`src/rtl/commit_scoreboard.sv`:
```
// commit_scoreboard: in-order completion tracker for a dual-issue pipeline.
// Hands out sids at issue, accepts two out-of-order writeback ports, retires
// up to two completed entries per cycle in program order, and flushes entries
// younger than a redirecting sid.
module commit_scoreboard #(
    parameter int SB_AW    = 3,
    parameter int SB_DEPTH = 2 ** SB_AW
) (
    input  logic              clk,
    input  logic              rst_n,
    input  logic              alloc0_valid_i,
    input  logic              alloc1_valid_i,
    input  logic [4:0]        alloc0_rd_i,
    input  logic [4:0]        alloc1_rd_i,
    output logic              alloc_ready_o,
    output logic [SB_AW:0]    alloc0_sid_o,
    output logic [SB_AW:0]    alloc1_sid_o,
    input  logic              wb0_valid_i,
    input  logic              wb1_valid_i,
    input  logic [SB_AW:0]    wb0_sid_i,
    input  logic [SB_AW:0]    wb1_sid_i,
    input  logic [63:0]       wb0_value_i,
    input  logic [63:0]       wb1_value_i,
    input  logic              redirect_i,
    input  logic [SB_AW:0]    redirect_sid_i,
    output logic              commit0_valid_o,
    output logic              commit1_valid_o,
    output logic [4:0]        commit0_rd_o,
    output logic [4:0]        commit1_rd_o,
    output logic [63:0]       commit0_value_o,
    output logic [63:0]       commit1_value_o,
    output logic [SB_AW:0]    commit0_sid_o,
    output logic [SB_AW:0]    commit1_sid_o,
    output logic [31:0]       pending_rd_o,
    output logic [SB_AW:0]    count_o
);
    localparam int SW = SB_AW + 1;

    logic [SB_DEPTH-1:0] valid_q, done_q;
    logic [4:0]          rd_q    [SB_DEPTH];
    logic [63:0]         value_q [SB_DEPTH];
    logic [SW-1:0]       head_q, tail_q, count_q;

    logic [SB_AW-1:0] head_idx, head1_idx, tail_idx, tail1_idx;
    logic [SW-1:0]    redir_off, wb0_off, wb1_off;
    logic             redir_ok, wb0_ok, wb1_ok;
    logic             commit0_ok, commit1_ok, alloc0_fire, alloc1_fire;
    logic [SW-1:0]    n_alloc, n_commit, n_flush;
    logic [SW:0]      count_d;

    logic [SB_DEPTH-1:0]       flush_vec, alloc_vec, clear_vec, wb0_hit, wb1_hit;
    logic [SB_DEPTH-1:0][31:0] pend_vec;

    assign head_idx  = head_q[SB_AW-1:0];
    assign head1_idx = head_idx + 1'b1;
    assign tail_idx  = tail_q[SB_AW-1:0];
    assign tail1_idx = tail_idx + 1'b1;

    assign alloc_ready_o = (count_q <= SW'(SB_DEPTH - 2));
    assign alloc0_sid_o  = tail_q;
    assign alloc1_sid_o  = tail_q + SW'(1);
    assign count_o       = count_q;

    // Age offsets relative to head; an offset below count means the sid is in [head, tail).
    assign redir_off = redirect_sid_i - head_q;
    assign wb0_off   = wb0_sid_i - head_q;
    assign wb1_off   = wb1_sid_i - head_q;
    assign redir_ok  = redirect_i && (redir_off < count_q);

    // Writebacks aimed at entries being flushed this cycle are dropped.
    assign wb0_ok = wb0_valid_i && (wb0_off < count_q) && valid_q[wb0_sid_i[SB_AW-1:0]]
                    && !(redir_ok && (wb0_off > redir_off));
    assign wb1_ok = wb1_valid_i && (wb1_off < count_q) && valid_q[wb1_sid_i[SB_AW-1:0]]
                    && !(redir_ok && (wb1_off > redir_off));

    // Retire from pre-edge state; head+1 cannot retire if it is being flushed.
    assign commit0_ok = valid_q[head_idx] & done_q[head_idx];
    assign commit1_ok = commit0_ok & valid_q[head1_idx] & done_q[head1_idx]
                        & ~(redir_ok && (redir_off == '0));

    assign alloc0_fire = alloc_ready_o & alloc0_valid_i & ~redir_ok;
    assign alloc1_fire = alloc0_fire & alloc1_valid_i;

    assign n_alloc  = SW'(alloc0_fire) + SW'(alloc1_fire);
    assign n_commit = SW'(commit0_ok) + SW'(commit1_ok);
    assign n_flush  = redir_ok ? (count_q - redir_off - SW'(1)) : '0;
    assign count_d  = {1'b0, count_q} + {1'b0, n_alloc} - {1'b0, n_commit} - {1'b0, n_flush};

    generate
        for (genvar gi = 0; gi < SB_DEPTH; gi++) begin : g_entry
            localparam logic [SB_AW-1:0] IDX = SB_AW'(gi);
            logic [SB_AW-1:0] off;
            assign off           = IDX - head_idx;
            assign flush_vec[gi] = redir_ok && ({1'b0, off} > redir_off);
            assign alloc_vec[gi] = (alloc0_fire && (tail_idx == IDX)) ||
                                   (alloc1_fire && (tail1_idx == IDX));
            assign clear_vec[gi] = (commit0_ok && (head_idx == IDX)) ||
                                   (commit1_ok && (head1_idx == IDX));
            assign wb0_hit[gi]   = wb0_ok && (wb0_sid_i[SB_AW-1:0] == IDX);
            assign wb1_hit[gi]   = wb1_ok && (wb1_sid_i[SB_AW-1:0] == IDX);
            assign pend_vec[gi]  = valid_q[gi] ? (32'd1 << rd_q[gi]) : 32'd0;
        end
    endgenerate

    // Destination-register summary of all live entries; r0 never counts.
    always_comb begin
        logic [31:0] pend;
        pend = '0;
        for (int i = 0; i < SB_DEPTH; i++) begin
            pend = pend | pend_vec[i];
        end
        pending_rd_o = {pend[31:1], 1'b0};
    end

    // Entry status bits and pointers.
    always_ff @(posedge clk) begin
        if (!rst_n) begin
            valid_q <= '0;
            done_q  <= '0;
            head_q  <= '0;
            tail_q  <= '0;
            count_q <= '0;
        end else begin
            for (int i = 0; i < SB_DEPTH; i++) begin
                if (alloc_vec[i]) begin
                    valid_q[i] <= 1'b1;
                    done_q[i]  <= 1'b0;
                end else if (flush_vec[i] || clear_vec[i]) begin
                    valid_q[i] <= 1'b0;
                    done_q[i]  <= 1'b0;
                end else if (wb0_hit[i] || wb1_hit[i]) begin
                    done_q[i]  <= 1'b1;
                end
            end
            head_q  <= head_q + n_commit;
            tail_q  <= redir_ok ? (redirect_sid_i + SW'(1)) : (tail_q + n_alloc);
            count_q <= count_d[SW-1:0];
        end
    end

    // Entry payload: rd at allocation, value at writeback (wb1 wins a tie).
    always_ff @(posedge clk) begin
        for (int i = 0; i < SB_DEPTH; i++) begin
            if (alloc1_fire && (tail1_idx == SB_AW'(i))) begin
                rd_q[i] <= alloc1_rd_i;
            end else if (alloc_vec[i]) begin
                rd_q[i] <= alloc0_rd_i;
            end
            if (wb1_hit[i]) begin
                value_q[i] <= wb1_value_i;
            end else if (wb0_hit[i]) begin
                value_q[i] <= wb0_value_i;
            end
        end
    end

    // Registered retire ports; data holds when nothing retires.
    always_ff @(posedge clk) begin
        if (!rst_n) begin
            commit0_valid_o <= 1'b0;
            commit1_valid_o <= 1'b0;
            commit0_rd_o    <= '0;
            commit1_rd_o    <= '0;
            commit0_value_o <= '0;
            commit1_value_o <= '0;
            commit0_sid_o   <= '0;
            commit1_sid_o   <= '0;
        end else begin
            commit0_valid_o <= commit0_ok;
            commit1_valid_o <= commit1_ok;
            if (commit0_ok) begin
                commit0_rd_o    <= rd_q[head_idx];
                commit0_value_o <= value_q[head_idx];
                commit0_sid_o   <= head_q;
            end
            if (commit1_ok) begin
                commit1_rd_o    <= rd_q[head1_idx];
                commit1_value_o <= value_q[head1_idx];
                commit1_sid_o   <= head_q + SW'(1);
            end
        end
    end

    // Occupancy can never exceed the depth (nor wrap below zero).
    always_ff @(posedge clk) begin
        if (rst_n) begin
            assert (count_d <= (SW + 1)'(SB_DEPTH));
        end
    end
endmodule

```
`config.mk`:
```
export PLATFORM = sky130hd
export DESIGN_NAME = commit_scoreboard
export DESIGN_NICKNAME = d
export VERILOG_FILES = /design/src/rtl/commit_scoreboard.sv
export SDC_FILE = /design/constraint.sdc
export NUM_CORES = 2
export LEC_CHECK = 0
export CORE_MARGIN = 4
export CORE_UTILIZATION = 59
export DETAILED_ROUTE_END_ITERATION = 7
export PLACE_DENSITY = 0.79
export SLEW_MARGIN = 20
export SYNTH_ARGS = -nofsm -noshare
export SYNTH_HDL_FRONTEND = slang
export SYNTH_SLANG_ARGS = --single-unit
export TNS_END_PERCENT = 100
```
`constraint.sdc`:
```
create_clock -name clk -period 6.9 [get_ports clk]
set_input_delay 1.38 -clock clk [delete_from_list [all_inputs] [get_ports clk]]
set_output_delay 1.38 -clock clk [all_outputs]
set_load 0.01 [all_outputs]
```
==> impl_metrics.env <==
export IMPL_status="completed"
export IMPL_r2r_end="count_o[3]$_SDFF_PN0_"
export IMPL_min_path_type="register to register"
export IMPL_swShare=0.2477
export IMPL_grt_pass1_wl_um=194800
export IMPL_cts_sinks=728
export IMPL_cts_setup_buffers=0
export IMPL_cp_arrival_ps=6360
export IMPL_synth_top_area_frac=0.3935
export IMPL_grt_max_degree=152
export IMPL_routed_wl_um=130600
export IMPL_syn_area_per_cell_sq_um=13.78
export IMPL_synth_most_common_cell="edfxtp_1"
export IMPL_hold_depth=2
export IMPL_setup_tns_ps=0
export IMPL_power_density_nw_per_um2=212.5
export IMPL_p_int_w=0.007850
export IMPL_fin_util=0.6976
export IMPL_finalNetCount=3547
export IMPL_cp_data_required_time_ps=7410
export IMPL_power_total_w=0.01044
export IMPL_hold_viol=0
export IMPL_rr_worst_depth=19
export IMPL_synth_area_leaders="edfxtp_1 39%, mux4_2 14%, mux2_2 14%, dfxtp_1 8.4%, mux2i_1 2.8%"
export IMPL_die_w_um=275.2
export IMPL_peakVddDrop_mv=0.1668
export IMPL_gp_congestion=0.9694
export IMPL_synth_seq_cells=728
export IMPL_io_pins=350
export IMPL_start_util=0.5984
export IMPL_drive_above_1_share=0.3185
export IMPL_cts_tree="done"
export IMPL_core_rowCount=97
export IMPL_cts_made_buffers=78
export IMPL_synth_ff_type="edfxtp_1"
export IMPL_cts_path_max_buffers=3
export IMPL_p_switching_w=0.002585
export IMPL_nFillCells=4697
export IMPL_setup_viol=0
export IMPL_critPathKind="input port to register"
export IMPL_slew_headroom=0.2737
export IMPL_grt_busiest_layer="met2"
export IMPL_routedWlPerCell_um=30.21
export IMPL_drv_slew=0
export IMPL_grt_pass1_vias=31019
export IMPL_yosysWarnings=0
export IMPL_crit_path_end_kind="register"
export IMPL_synthToLayoutAreaGrowth_pct=16.58
export IMPL_clock_latency_ps=650
export IMPL_regToRegSetupSlack_ps=1130
export IMPL_grtUsageMet2=0.5802
export IMPL_critPathMaxFanout=3
export IMPL_clk_pin_slew_worst_paths_ps=60
export IMPL_first_pass_iters=6
export IMPL_worstReg2RegStart="head_q[1]$_SDFF_PN0_"
export IMPL_fin_worst_skew_ps=33.25
export IMPL_synth_edf_count=552
export IMPL_fmax_ghz=0.1708
export IMPL_cts_root_buf="clkbuf_16"
export IMPL_cts_max_level=3
export IMPL_drc=0
export IMPL_die_h_um=275.2
export IMPL_synth_common_cells="552 x edfxtp_1, 514 x mux2_2, 270 x mux4_2, 207 x nand2_1, 192 x nor2_1"
export IMPL_postRouteAntennaNets=0
export IMPL_power_frac_comb=0.110
export IMPL_postCtsHoldBufs=0
export IMPL_drt_initial_drc_count=3095
export IMPL_async_flop_share=0
export IMPL_grt_overflow_total=0
export IMPL_yosys_area_top_type="edfxtp_1"
export IMPL_syn_nets=3297
export IMPL_grt_use_met3=0.07561
export IMPL_seq_area_sq_um=20110
export IMPL_cap_violations=0
export IMPL_syn_area_sq_um=42120
export IMPL_p_seq_frac=0.472
export IMPL_coreArea_sq_um=70390
export IMPL_vias=29964
export IMPL_worstMarginPinSlew_ps=1089
export IMPL_via_per_inst=6.928
export IMPL_leakagePower_nw=15.74
export IMPL_syn_inst=3056
export IMPL_finalCritPeriodShare=0.8485
export IMPL_fin_ws_ps=1045
export IMPL_cts_resized=0
export IMPL_period_needed_ps=5855
export IMPL_io_buffer_count=348
export IMPL_clock_power_share=0.418
export IMPL_track_usage=0.3423
export IMPL_yosysUniqueCellTypes=76
export IMPL_antenna_found_initial=20
export IMPL_multi_input_area_sq_um=20750
export IMPL_min_to="commit1_sid_o[1]$_SDFFE_PN0P_"
export IMPL_cp_start_kind="input port"
export IMPL_rsz0062_at_grt="false"
export IMPL_dp_hpwl_um=80490
export IMPL_min_from="commit1_sid_o[1]$_SDFFE_PN0P_"
export IMPL_grtUsageMet1=0.4233
export IMPL_die_area_sq_um=75730
export IMPL_yosysSeqAreaShare=0.4772
export IMPL_dp_slack_ps=435.1
-- layout make-up --
type                    count  area share
multi-input cells        2040      0.4226
flip-flops and latches    728      0.4095
repair buffers            406     0.08454
clock buffers             100     0.04265
well taps                 940     0.02395
clock inverters            46     0.01180
inverters                  52    0.004281
diodes                     13   0.0006625
-- power by group through the flow --
stage | logic (W) | clock network, W | registers [W]
floorplan | 0.000710 | 0 | 0.00493
global placement | 0.00108 | 0 | 0.00500
detailed placement | 0.00112 | 0 | 0.00501
CTS | 0.00113 | 0.00441 | 0.00491
global route | 0.00123 | 0.00461 | 0.00492
finish | 0.00115 | 0.00436 | 0.00492
-- sequential cells by signal, indices dropped and copies added (netlist names) --
register,count
count_o,4
commit0_sid_o,4
commit0_valid_o,1
commit1_rd_o,5
head_q,4
commit1_sid_o,4
alloc0_sid_o,4
commit1_value_o,64
valid_q,8
rd_q,40
value_q,512
commit0_rd_o,5
commit1_valid_o,1
commit0_value_o,64
done_q,8
-- kinds of logic (layout without fill, tap and decap cells) --
group | count (synthesis) | after routing | synth area share
mux | 940 | 940 | 0.3203
other cells | 1 | 14 | 0.00008903
flops | 728 | 728 | 0.4772
fa+ha+maj | 84 | 84 | 0.02691
simple gates | 612 | 612 | 0.06877
xor+xnor | 25 | 25 | 0.005198
compound gates | 378 | 378 | 0.06960
buf+inv | 288 | 604 | 0.03196
-- per-stage QoR --
stage | std cells | area (sq um) | hold WS (ps)
6_report | 4325 | 49110 | 473.4
5_1_grt | 4322 | 49100 | 513.3
4_1_cts | 4312 | 49070 | 480.8
3_5_place_dp | 4166 | 46390 | 472.4
3_3_place_gp | 4166 | 46390 | 458.9
2_1_floorplan | 3056 | 42120 | 444.4
-- placed cells by master, fill, tap and decap left out, types with 72 or more instances in the layout --
cell type,Yosys,layout
edfxtp_1,552,552
mux2_2,514,514
clkdlybuf4s50_1,0,348
mux4_2,270,270
nand2_1,207,201
nor2_1,192,192
dfxtp_1,176,173
mux2i_1,116,116
o22ai_1,86,86
clkbuf_16,0,78
ha_1,73,72
-- worst max-delay path by stage --
stage                      startpoint                     to  slack, ps  cells past startpoint
floorplan           redirect_sid_i[0]  count_o[3]$_SDFF_PN0_        590                     22
global placement    redirect_sid_i[0]  count_o[3]$_SDFF_PN0_        540                     21
detailed placement  redirect_sid_i[0]  count_o[3]$_SDFF_PN0_        440                     21
CTS                 redirect_sid_i[0]  count_o[3]$_SDFF_PN0_       1090                     22
global route        redirect_sid_i[0]  count_o[3]$_SDFF_PN0_        720                     22
finish              redirect_sid_i[0]  count_o[3]$_SDFF_PN0_       1050                     22
-- routing by layer --
layer / vias up / routed length, um
li1: 12634 / -
met1: 15158 / 47390
met2: 1738 / 64440
met3: 416 / 12370
met4: 18 / 6340
met5: - / 109
-- worst max-delay path: stages --
cell	delay, ps
clkdlybuf4s50_1	430
inv_1	70
ha_1	160
inv_1	80
fa_1	430
xor2_1	270
ha_1	320
a21o_1	210
a21oi_1	200
nand3b_1	140
o211ai_2	260
inv_6	50
ha_1	310
fa_1	400
fa_1	600
inv_1	60
ha_1	270
a21o_1	180
a21oi_1	180
xnor2_1	150
xnor2_1	140
nor2_1	50
Power figures use the tool's default switching activity.
